===== src/rtl/reset_sequencer.sv =====
`default_nettype none
// ============================================================================
// Module   : reset_sequencer
// Purpose  : Orders the board-level reset release for the Ethernet datapath.
//            1. Waits for a stable PLL lock.
//            2. Pulses the external PHY hardware reset.
//            3. Waits for the PHY to settle.
//            4. Releases the MAC reset, then the application reset.
//            The sequence re-runs on PLL lock loss or on a soft-reset request.
// Ports    : clk          in  1  system clock
//            sreset       in  1  synchronous active-high reset
//            pll_locked   in  1  PLL lock indicator (already synchronised)
//            soft_rst     in  1  single-cycle soft-reset request
//            phy_rst_n    out 1  external PHY hardware reset, active low
//            mac_sreset   out 1  MAC synchronous reset, active high
//            app_sreset   out 1  application synchronous reset, active high
//            ready        out 1  high only while the sequence is complete
//            state        out 3  current state encoding (debug/LED)
// Revision : 1.0 - initial release
// ============================================================================
module reset_sequencer #(
  parameter int LOCK_CYCLES     = 16,
  parameter int PHY_RST_CYCLES  = 1000,
  parameter int PHY_WAIT_CYCLES = 10000,
  parameter int MAC_WAIT_CYCLES = 64
) (
  input  logic       clk,
  input  logic       sreset,
  input  logic       pll_locked,
  input  logic       soft_rst,
  output logic       phy_rst_n,
  output logic       mac_sreset,
  output logic       app_sreset,
  output logic       ready,
  output logic [2:0] state
);

  // Shared counter is sized from the largest interval it must time.
  localparam int c_MAX_AB   = (LOCK_CYCLES > PHY_RST_CYCLES) ? LOCK_CYCLES : PHY_RST_CYCLES;
  localparam int c_MAX_CD   = (PHY_WAIT_CYCLES > MAC_WAIT_CYCLES) ? PHY_WAIT_CYCLES : MAC_WAIT_CYCLES;
  localparam int c_MAX_CYC  = (c_MAX_AB > c_MAX_CD) ? c_MAX_AB : c_MAX_CD;
  localparam int c_CTR_W    = $clog2(c_MAX_CYC) + 1;

  // Terminal counts: a state of length N exits when the counter reads N-1.
  localparam logic [c_CTR_W-1:0] c_LOCK_LAST     = c_CTR_W'(LOCK_CYCLES - 1);
  localparam logic [c_CTR_W-1:0] c_PHY_RST_LAST  = c_CTR_W'(PHY_RST_CYCLES - 1);
  localparam logic [c_CTR_W-1:0] c_PHY_WAIT_LAST = c_CTR_W'(PHY_WAIT_CYCLES - 1);
  localparam logic [c_CTR_W-1:0] c_MAC_WAIT_LAST = c_CTR_W'(MAC_WAIT_CYCLES - 1);
  localparam logic [c_CTR_W-1:0] c_CTR_MAX       = {c_CTR_W{1'b1}};

  typedef enum logic [2:0] {
    ST_WAIT_LOCK = 3'd0,
    ST_PHY_RST   = 3'd1,
    ST_PHY_WAIT  = 3'd2,
    ST_MAC_WAIT  = 3'd3,
    ST_RUN       = 3'd4
  } state_t;

  state_t               r_state;
  state_t               w_next_state;
  logic [c_CTR_W-1:0]   r_ctr;
  logic [c_CTR_W-1:0]   w_ctr_next;
  logic                 w_ctr_clr;
  logic                 w_ctr_inc;

  logic                 r_phy_rst_n;
  logic                 r_mac_sreset;
  logic                 r_app_sreset;
  logic                 r_ready;
  logic                 w_phy_rst_n_next;
  logic                 w_mac_sreset_next;
  logic                 w_app_sreset_next;
  logic                 w_ready_next;

  // --------------------------------------------------------------------------
  // State and output registers. Outputs are decoded from the next state and
  // registered alongside it, so they always match the visible state while
  // leaving no combinational path from any input to any output.
  // --------------------------------------------------------------------------
  always_ff @(posedge clk) begin
    if (sreset) begin
      r_state      <= ST_WAIT_LOCK;
      r_ctr        <= '0;
      r_phy_rst_n  <= 1'b0;
      r_mac_sreset <= 1'b1;
      r_app_sreset <= 1'b1;
      r_ready      <= 1'b0;
    end else begin
      r_state      <= w_next_state;
      r_ctr        <= w_ctr_next;
      r_phy_rst_n  <= w_phy_rst_n_next;
      r_mac_sreset <= w_mac_sreset_next;
      r_app_sreset <= w_app_sreset_next;
      r_ready      <= w_ready_next;
    end
  end

  // --------------------------------------------------------------------------
  // Next-state logic. Within the sequencing states the abort priority is:
  // lock loss (back to WAIT_LOCK), then soft reset (restart the PHY pulse),
  // then the normal timed transition.
  // --------------------------------------------------------------------------
  always_comb begin
    w_next_state = r_state;
    w_ctr_clr    = 1'b0;
    w_ctr_inc    = 1'b0;

    case (r_state)
      ST_WAIT_LOCK: begin
        // Lock filter: any unlocked cycle restarts the count. soft_rst has
        // no effect here.
        if (!pll_locked) begin
          w_ctr_clr = 1'b1;
        end else if (r_ctr == c_LOCK_LAST) begin
          w_next_state = ST_PHY_RST;
          w_ctr_clr    = 1'b1;
        end else begin
          w_ctr_inc = 1'b1;
        end
      end

      ST_PHY_RST: begin
        if (!pll_locked) begin
          w_next_state = ST_WAIT_LOCK;
          w_ctr_clr    = 1'b1;
        end else if (soft_rst) begin
          w_next_state = ST_PHY_RST;
          w_ctr_clr    = 1'b1;
        end else if (r_ctr == c_PHY_RST_LAST) begin
          w_next_state = ST_PHY_WAIT;
          w_ctr_clr    = 1'b1;
        end else begin
          w_ctr_inc = 1'b1;
        end
      end

      ST_PHY_WAIT: begin
        if (!pll_locked) begin
          w_next_state = ST_WAIT_LOCK;
          w_ctr_clr    = 1'b1;
        end else if (soft_rst) begin
          w_next_state = ST_PHY_RST;
          w_ctr_clr    = 1'b1;
        end else if (r_ctr == c_PHY_WAIT_LAST) begin
          w_next_state = ST_MAC_WAIT;
          w_ctr_clr    = 1'b1;
        end else begin
          w_ctr_inc = 1'b1;
        end
      end

      ST_MAC_WAIT: begin
        if (!pll_locked) begin
          w_next_state = ST_WAIT_LOCK;
          w_ctr_clr    = 1'b1;
        end else if (soft_rst) begin
          w_next_state = ST_PHY_RST;
          w_ctr_clr    = 1'b1;
        end else if (r_ctr == c_MAC_WAIT_LAST) begin
          w_next_state = ST_RUN;
          w_ctr_clr    = 1'b1;
        end else begin
          w_ctr_inc = 1'b1;
        end
      end

      ST_RUN: begin
        // Nothing is timed here, so the counter simply holds.
        if (!pll_locked) begin
          w_next_state = ST_WAIT_LOCK;
          w_ctr_clr    = 1'b1;
        end else if (soft_rst) begin
          w_next_state = ST_PHY_RST;
          w_ctr_clr    = 1'b1;
        end
      end

      default: begin
        // Encodings 5-7 are unreachable; recover through the full sequence.
        w_next_state = ST_WAIT_LOCK;
        w_ctr_clr    = 1'b1;
      end
    endcase
  end

  // Shared counter: cleared on every state change, saturating otherwise.
  always_comb begin
    w_ctr_next = r_ctr;
    if (w_ctr_clr) begin
      w_ctr_next = '0;
    end else if (w_ctr_inc && (r_ctr != c_CTR_MAX)) begin
      w_ctr_next = r_ctr + c_CTR_W'(1);
    end
  end

  // --------------------------------------------------------------------------
  // Output decode. Each step releases exactly one more reset, which keeps the
  // PHY -> MAC -> application release order intact on every path.
  // --------------------------------------------------------------------------
  always_comb begin
    w_phy_rst_n_next  = 1'b0;
    w_mac_sreset_next = 1'b1;
    w_app_sreset_next = 1'b1;
    w_ready_next      = 1'b0;

    case (w_next_state)
      ST_PHY_WAIT: begin
        w_phy_rst_n_next  = 1'b1;
      end
      ST_MAC_WAIT: begin
        w_phy_rst_n_next  = 1'b1;
        w_mac_sreset_next = 1'b0;
      end
      ST_RUN: begin
        w_phy_rst_n_next  = 1'b1;
        w_mac_sreset_next = 1'b0;
        w_app_sreset_next = 1'b0;
        w_ready_next      = 1'b1;
      end
      default: begin
        // WAIT_LOCK, PHY_RST and the unused encodings hold every reset.
        w_phy_rst_n_next  = 1'b0;
      end
    endcase
  end

  assign phy_rst_n  = r_phy_rst_n;
  assign mac_sreset = r_mac_sreset;
  assign app_sreset = r_app_sreset;
  assign ready      = r_ready;
  assign state      = r_state;

endmodule
`default_nettype wire


===== config.mk =====
export PLATFORM = sky130hd
export DESIGN_NAME = reset_sequencer
export DESIGN_NICKNAME = d
export VERILOG_FILES = /design/src/rtl/reset_sequencer.sv
export SDC_FILE = /design/constraint.sdc
export NUM_CORES = 1
export LEC_CHECK = 0
export ABC_AREA = 1
export CORE_UTILIZATION = 55
export CTS_CLUSTER_DIAMETER = 80
export CTS_CLUSTER_SIZE = 16
export DETAILED_ROUTE_END_ITERATION = 6
export DONT_BUFFER_PORTS = 1
export PLACE_DENSITY = 0.79
export SLEW_MARGIN = 20
export SYNTH_ARGS = -nofsm -noshare
export SYNTH_HDL_FRONTEND = slang
export SYNTH_SLANG_ARGS = --single-unit

===== constraint.sdc =====
create_clock -name clk -period 2 [get_ports clk]
set_clock_uncertainty 0.15 [all_clocks]
set_input_delay 0.4 -clock clk [delete_from_list [all_inputs] [get_ports clk]]
set_output_delay 0.4 -clock clk [all_outputs]
set_load 0.02 [all_outputs]

==> impl_metrics.yaml, run 1 <==
timing:
  hold_slack_ps: 130.4
  slew_violations: 0
  hold_viol_final: 0
  min_period_ps: 1886
  finalSetupViolCount: 0
  maxSlewHeadroom: 0.7630
  worstMarginPinSlew_ps: 352.7
  finalSetupTns_ps: 0
  worst_slack_ps: 114.5
  max_freq_mhz: 530.3
  fin_crit_sh: 0.9428
clocking:
  cts_made_buffers: 3
  clock_sinks: 22
  tritoncts: "yes"
  cts-root-buf: "clkbuf_4"
  clockBufferDepth: 2
  h-tree-depth: 1
  clkLatencyLatePin_ps: 320
  clk_pin_slew_ps: 140
final_layout:
  n_fill_cell: 205
  drive_above_1_share: 0.2178
  nNetsFinal: 231
  synthToLayoutAreaGrowth_pct: 14.36
  postLayoutCellArea_mm2: 0.001664
  num_antenna_cells: 0
  final_util: 0.6717
  fin_cells: 255
grt:
  grt_first_pass_wirelength_um: 5740
  grt.total_usage: 0.2751
  antenna_found_initial: 0
  grt_pass1_vias: 1340
  grt_overflow_total: 0
  grt_max_degree: 15
logic_synthesis:
  postSynthNetCount: 216
  yosysWarningCount: 0
  avgSynthCellArea_um2: 6.896
  synth_seq_area_share: 0.3027
  synth.top_cell.area_share: 0.3027
  ys_ff_latch: 22
  syn_inst: 211
  syn_area_mm2: 0.001455
  yosys-top-cells-area: "dfxtp_1, nand2_1, inv_1"
  yosys.area.top_type: "dfxtp_1"
  synth_cell_types: 27
routing:
  via_per_inst: 5.678
  route.detailed.drc: 0
  wl_per_cell_um: 13.76
  drtIter0Drc: 76
  wirelength_um: 3508
  firstDrtPassIters: 4
  via_count: 1448
  antenna_left: 0
floorplan:
  die_area_mm2: 0.002855
  fp.dieH_um: 53.44
  core_mm2: 0.002477
  io_pins: 11
  die_x_um: 53.44
  start_util: 0.5874
  rows: 18
setup_path:
  worst_setup_path_start_kind: "register"
  path_cells: "ha_4 > nand3_4 > nor2_2 > nand2_1 > a21oi_2 > nand2_4 > nand3_4 > nand2_1 > a21oi_2"
  cpLargestDelayFamily: "simple AND/OR/NAND/NOR gates"
  cp_num_cells: 9
  slowest_delay_ps: 400
  worstPathMaxFanout: 14
  crit_arrival_ps: 2000
  slowest_stage: "dfxtp_2"
  critical_path_buf_inv_count: 0
  reg2reg_depth: 9
  crit_path_end_kind: "register"
  crit_type: "register to register"
  required_ps: 2110
pwr:
  fin_total_pwr_uw: 838.8
  peakVddDrop_v: 0.0005015
  leakage_nw: 0.7111
  powerDensity_mw_per_mm2: 504.1
run:
  max-cap-violations: 0
place:
  gp_congestion: 0.9073
  numPortBuffers: 0
  dp_hpwl_um: 2467
  dpl.cell_count: 245
  pre_cts_slack_ps: 3.475
  placed_area_mm2: 0.001516
status:
  status: "finished clean"
worst_hold_path:
  holdCritPathClass: "primary input to register"
  hold_path_depth: 3
[synth_stat cells, drive strengths merged]
cell type and number:
xnor2 2, nand3 17, o21a 1, ha 1, buf 6, a21oi 15, dfxtp 22, o211ai 2
nor2 29, o21ai 2, nor3 6, nand2 52, inv 32, o22ai 1, xor2 7, nand4 16
[final cells by class]
class	count	area, µm²	share of cell area
clock inverter	1	30.03	0.01805
tap	30	37.54	0.02256
multi-input combinational	152	893.4	0.5368
sequential	22	442.9	0.2662
timing repair buffer	15	115.1	0.06917
clock buffer	3	22.52	0.01353
inverter	32	122.6	0.07368
[sequential cells by signal (all words and copies together), names as in the netlist]
name,flops
r_ctr,15
app_sreset,1
phy_rst_n,1
state,3
mac_sreset,1
ready,1
[cells in the final DEF, fill, tap and decap left out, types with 3 or more instances in the layout]
cell      instances
nand2_1          50
clkbuf_4          3
nor3_1            6
xor2_1            7
nand3_4           5
buf_4            14
nor2_2            4
nor2_1           22
dfxtp_1          20
inv_2             3
a21oi_1           5
inv_1            28
nand4_1          16
a21oi_2          10
nand3_1          13
[power by group]
part | internal [mW] | leakage (nW) | switching [mW]
registers | 0.440 | 0.178 | 0.00194
clock network | 0.203 | 0.0279 | 0.150
logic | 0.0167 | 0.505 | 0.0279
total | 0.659 | 0.711 | 0.180
[final timing paths]
path	startpoint	endpoint	slack [ps]
min reg2reg	r_ctr[13]$_SDFFE_PP0P_	r_ctr[13]$_SDFFE_PP0P_	390
max	r_ctr[0]$_SDFFE_PP0P_	r_ctr[1]$_SDFFE_PP0P_	110
max reg2reg	r_ctr[0]$_SDFFE_PP0P_	r_ctr[1]$_SDFFE_PP0P_	110
min	sreset	state[1]$_SDFF_PP0_	130
[layer usage]
| layer | wire length [µm] | GRT usage | vias up |
|---|---|---|---|
| li1 | - | - | 713 |
| met1 | 1480 | 0.3385 | 673 |
| met2 | 1776 | 0.4813 | 56 |
| met3 | 199 | 0.04598 | 6 |
| met4 | 52 | 0.07895 | 0 |
| met5 | 0 | 0 | - |
[cells by family after synthesis]
group                      count (synthesis)  synth area share
AOI/OAI and AO/OA                         21            0.1040
xor gates and xnor gates                   9           0.05417
adders and majority gates                  1          0.008597
buffers and inverters                     38            0.1178
DFF                                       22            0.3027
and+or+nand+nor                          120            0.4127
[worst reg2reg max path: stages (launching register included)]
cell and delay (ps):
dfxtp_2 400, ha_4 170, nand3_4 120, nor2_2 160
nand2_1 90, a21oi_2 170, nand2_4 160, nand3_4 170
nand2_1 100, a21oi_2 140
[what timing repair did]
| action | in CTS | in global routing |
|---|---|---|
| gates cloned | 1 | 0 |
| hold buffers | 1 | 0 |
| endpoints found under the setup margin | 6 | 15 |
| hold endpoints to repair | 1 | 0 |
| buffers inserted | 4 | 0 |
| pin swaps | 2 | 1 |
| gates resized for setup | 2 | 9 |
Power figures use the tool's default switching activity.
==> inputs of run 2 (changes only) <==
--- a/config.mk
+++ b/config.mk
@@ -12,6 +12,7 @@
 export DETAILED_ROUTE_END_ITERATION = 6
 export DONT_BUFFER_PORTS = 1
 export PLACE_DENSITY = 0.79
+export SETUP_SLACK_MARGIN = 0.15
 export SLEW_MARGIN = 20
 export SYNTH_ARGS = -nofsm -noshare
 export SYNTH_HDL_FRONTEND = slang
==> impl_metrics.yaml, run 2 (synthesis results as in run 1) <==
timing:
  rsz0062_at_grt: "yes"
  fin_crit_sh: 0.9559
  hold_viol_final: 0
  finalSetupViolCount: 0
  min_period_ps: 1912
  worstMarginPinSlew_ps: 356.1
  maxSlewHeadroom: 0.7608
  finalSetupTns_ps: 0
  slew_violations: 0
  max_freq_mhz: 523.1
final_layout:
  register_area_um2: 457.9
  multi_input_area_um2: 968.4
  drive_above_1_share: 0.3419
  layout_common_cells: "nand2_1, inv_1, nor2_1, nand4_1, buf_4"
  top_register: "r_ctr"
  largest_register_ffs: 15
  final_common_cell: "nand2_1"
  n_fill_cell: 173
  nNetsFinal: 240
  synthToLayoutAreaGrowth_pct: 26.05
  num_antenna_cells: 0
  postLayoutCellArea_mm2: 0.001834
setup_path:
  path_cells: "nor2_1 > nand2_1 > nor2_4 > nand2_1 > nand2_1 > nand2_1 > inv_2 > nand2_4 > nand3_4 > nand2_2 > a21oi_1"
  crit_type: "register to register"
  cpLargestDelayFamily: "simple AND/OR/NAND/NOR gates"
  critical_path_buf_inv_count: 1
  crit_arrival_ps: 2010
  crit_top_cell: "nand2_1"
  worst_setup_path_start_kind: "register"
  worstPathMaxFanout: 7
  slowest_delay_ps: 370
  crit_path_end_kind: "register"
  required_ps: 2100
  slowest_stage: "dfxtp_2"
routing:
  m1WireLength_um: 1610
  drtIter0Drc: 104
  via_count: 1585
  firstDrtPassIters: 4
  dr_wl_met3_um: 327
  route.detailed.drc: 0
  wirelength_um: 4117
  wl_met2_um: 1978
  routed.top_layer: "met4"
  via_per_inst: 6.004
  antenna_left: 0
  wl_per_cell_um: 15.59
floorplan:
  io_pins: 11
  fp.dieH_um: 53.44
  start_util: 0.5874
  core_mm2: 0.002477
  die_x_um: 53.44
  rows: 18
  die_area_mm2: 0.002855
clocking:
  clockBufferDepth: 2
  cts-root-buf: "clkbuf_4"
  cts_made_buffers: 3
  tritoncts: "yes"
  clkLatencyLatePin_ps: 320
  h-tree-depth: 1
  clk_pin_slew_ps: 140
  clock_sinks: 22
grt:
  grt.total_usage: 0.2906
  grt_first_pass_wirelength_um: 6023
  grt_overflow_total: 0
  antenna_found_initial: 0
  grt_max_degree: 15
  grt_pass1_vias: 1398
place:
  placed_area_mm2: 0.001516
  dp_hpwl_um: 2467
  numPortBuffers: 0
  gp_congestion: 0.9073
pwr:
  leakage_nw: 0.7785
  peakVddDrop_v: 0.0005391
  powerDensity_mw_per_mm2: 462.3
status:
  status: "finished clean"
run:
  max-cap-violations: 0
worst_hold_path:
  holdCritPathClass: "primary input to register"
run 2: tightest hold or removal path: stages:
cell and delay [ps]:
inv_1 30, nand3_1 90, inv_1 40
run 2: path summary, 6_finish.rpt:
check | start | endpoint | slack [ps] | cells past startpoint
setup / recovery | r_ctr[6]$_SDFFE_PP0P_ | r_ctr[4]$_SDFFE_PP0P_ | 90 | 11
hold reg to reg | r_ctr[7]$_SDFFE_PP0P_ | r_ctr[7]$_SDFFE_PP0P_ | 370 | 2
hold / removal | sreset | state[1]$_SDFF_PP0_ | 120 | 3
setup reg to reg | r_ctr[6]$_SDFFE_PP0P_ | r_ctr[4]$_SDFFE_PP0P_ | 90 | 11
run 2: routing by layer:
metal | vias up | track usage
li1 | 734 | -
met1 | 721 | 0.3453
met2 | 98 | 0.5063
met3 | 32 | 0.05747
met4 | 0 | 0.1053
met5 | - | 0
run 2: power breakdown:
part | switching [mW] | internal [mW] | total (mW)
clock | 0.153 | 0.203 | 0.356
combinational | 0.0326 | 0.0203 | 0.0529
sequential | 0.00173 | 0.438 | 0.439
run 2: stage by stage:
stage	worst slack, ps	hold slack (ps)	cells	util	power (mW)
global route	19.75	126.8	264	0.7404	0.8692
CTS	162.0	125.7	258	0.6813	0.8388
floorplan	261.2	315.2	211	-	0.4803
finish	88.15	116.0	264	0.7404	0.8481
global placement	74.72	325.2	245	0.6121	0.4812
detailed placement	3.475	331.6	245	0.6121	0.4823
run 2: layout make-up:
| type | count | area share |
|---|---|---|
| well taps | 30 | 0.02046 |
| clock buffers | 3 | 0.01228 |
| flip-flops and latches | 22 | 0.2497 |
| inverters | 32 | 0.06821 |
| clock inverters | 1 | 0.01637 |
| repair inverters | 1 | 0.003411 |
| repair buffers | 22 | 0.1016 |
| multi-input cells | 153 | 0.5280 |
run 2: repair_timing:
action / CTS / global route
hold endpoints to repair: 1 / 0
buffers inserted: 6 / 5
resized for setup: 10 / 38
hold buffers: 1 / 0
cloned: 2 / 1
endpoints found under the setup margin: 15 / 17
pin swaps: 6 / 16
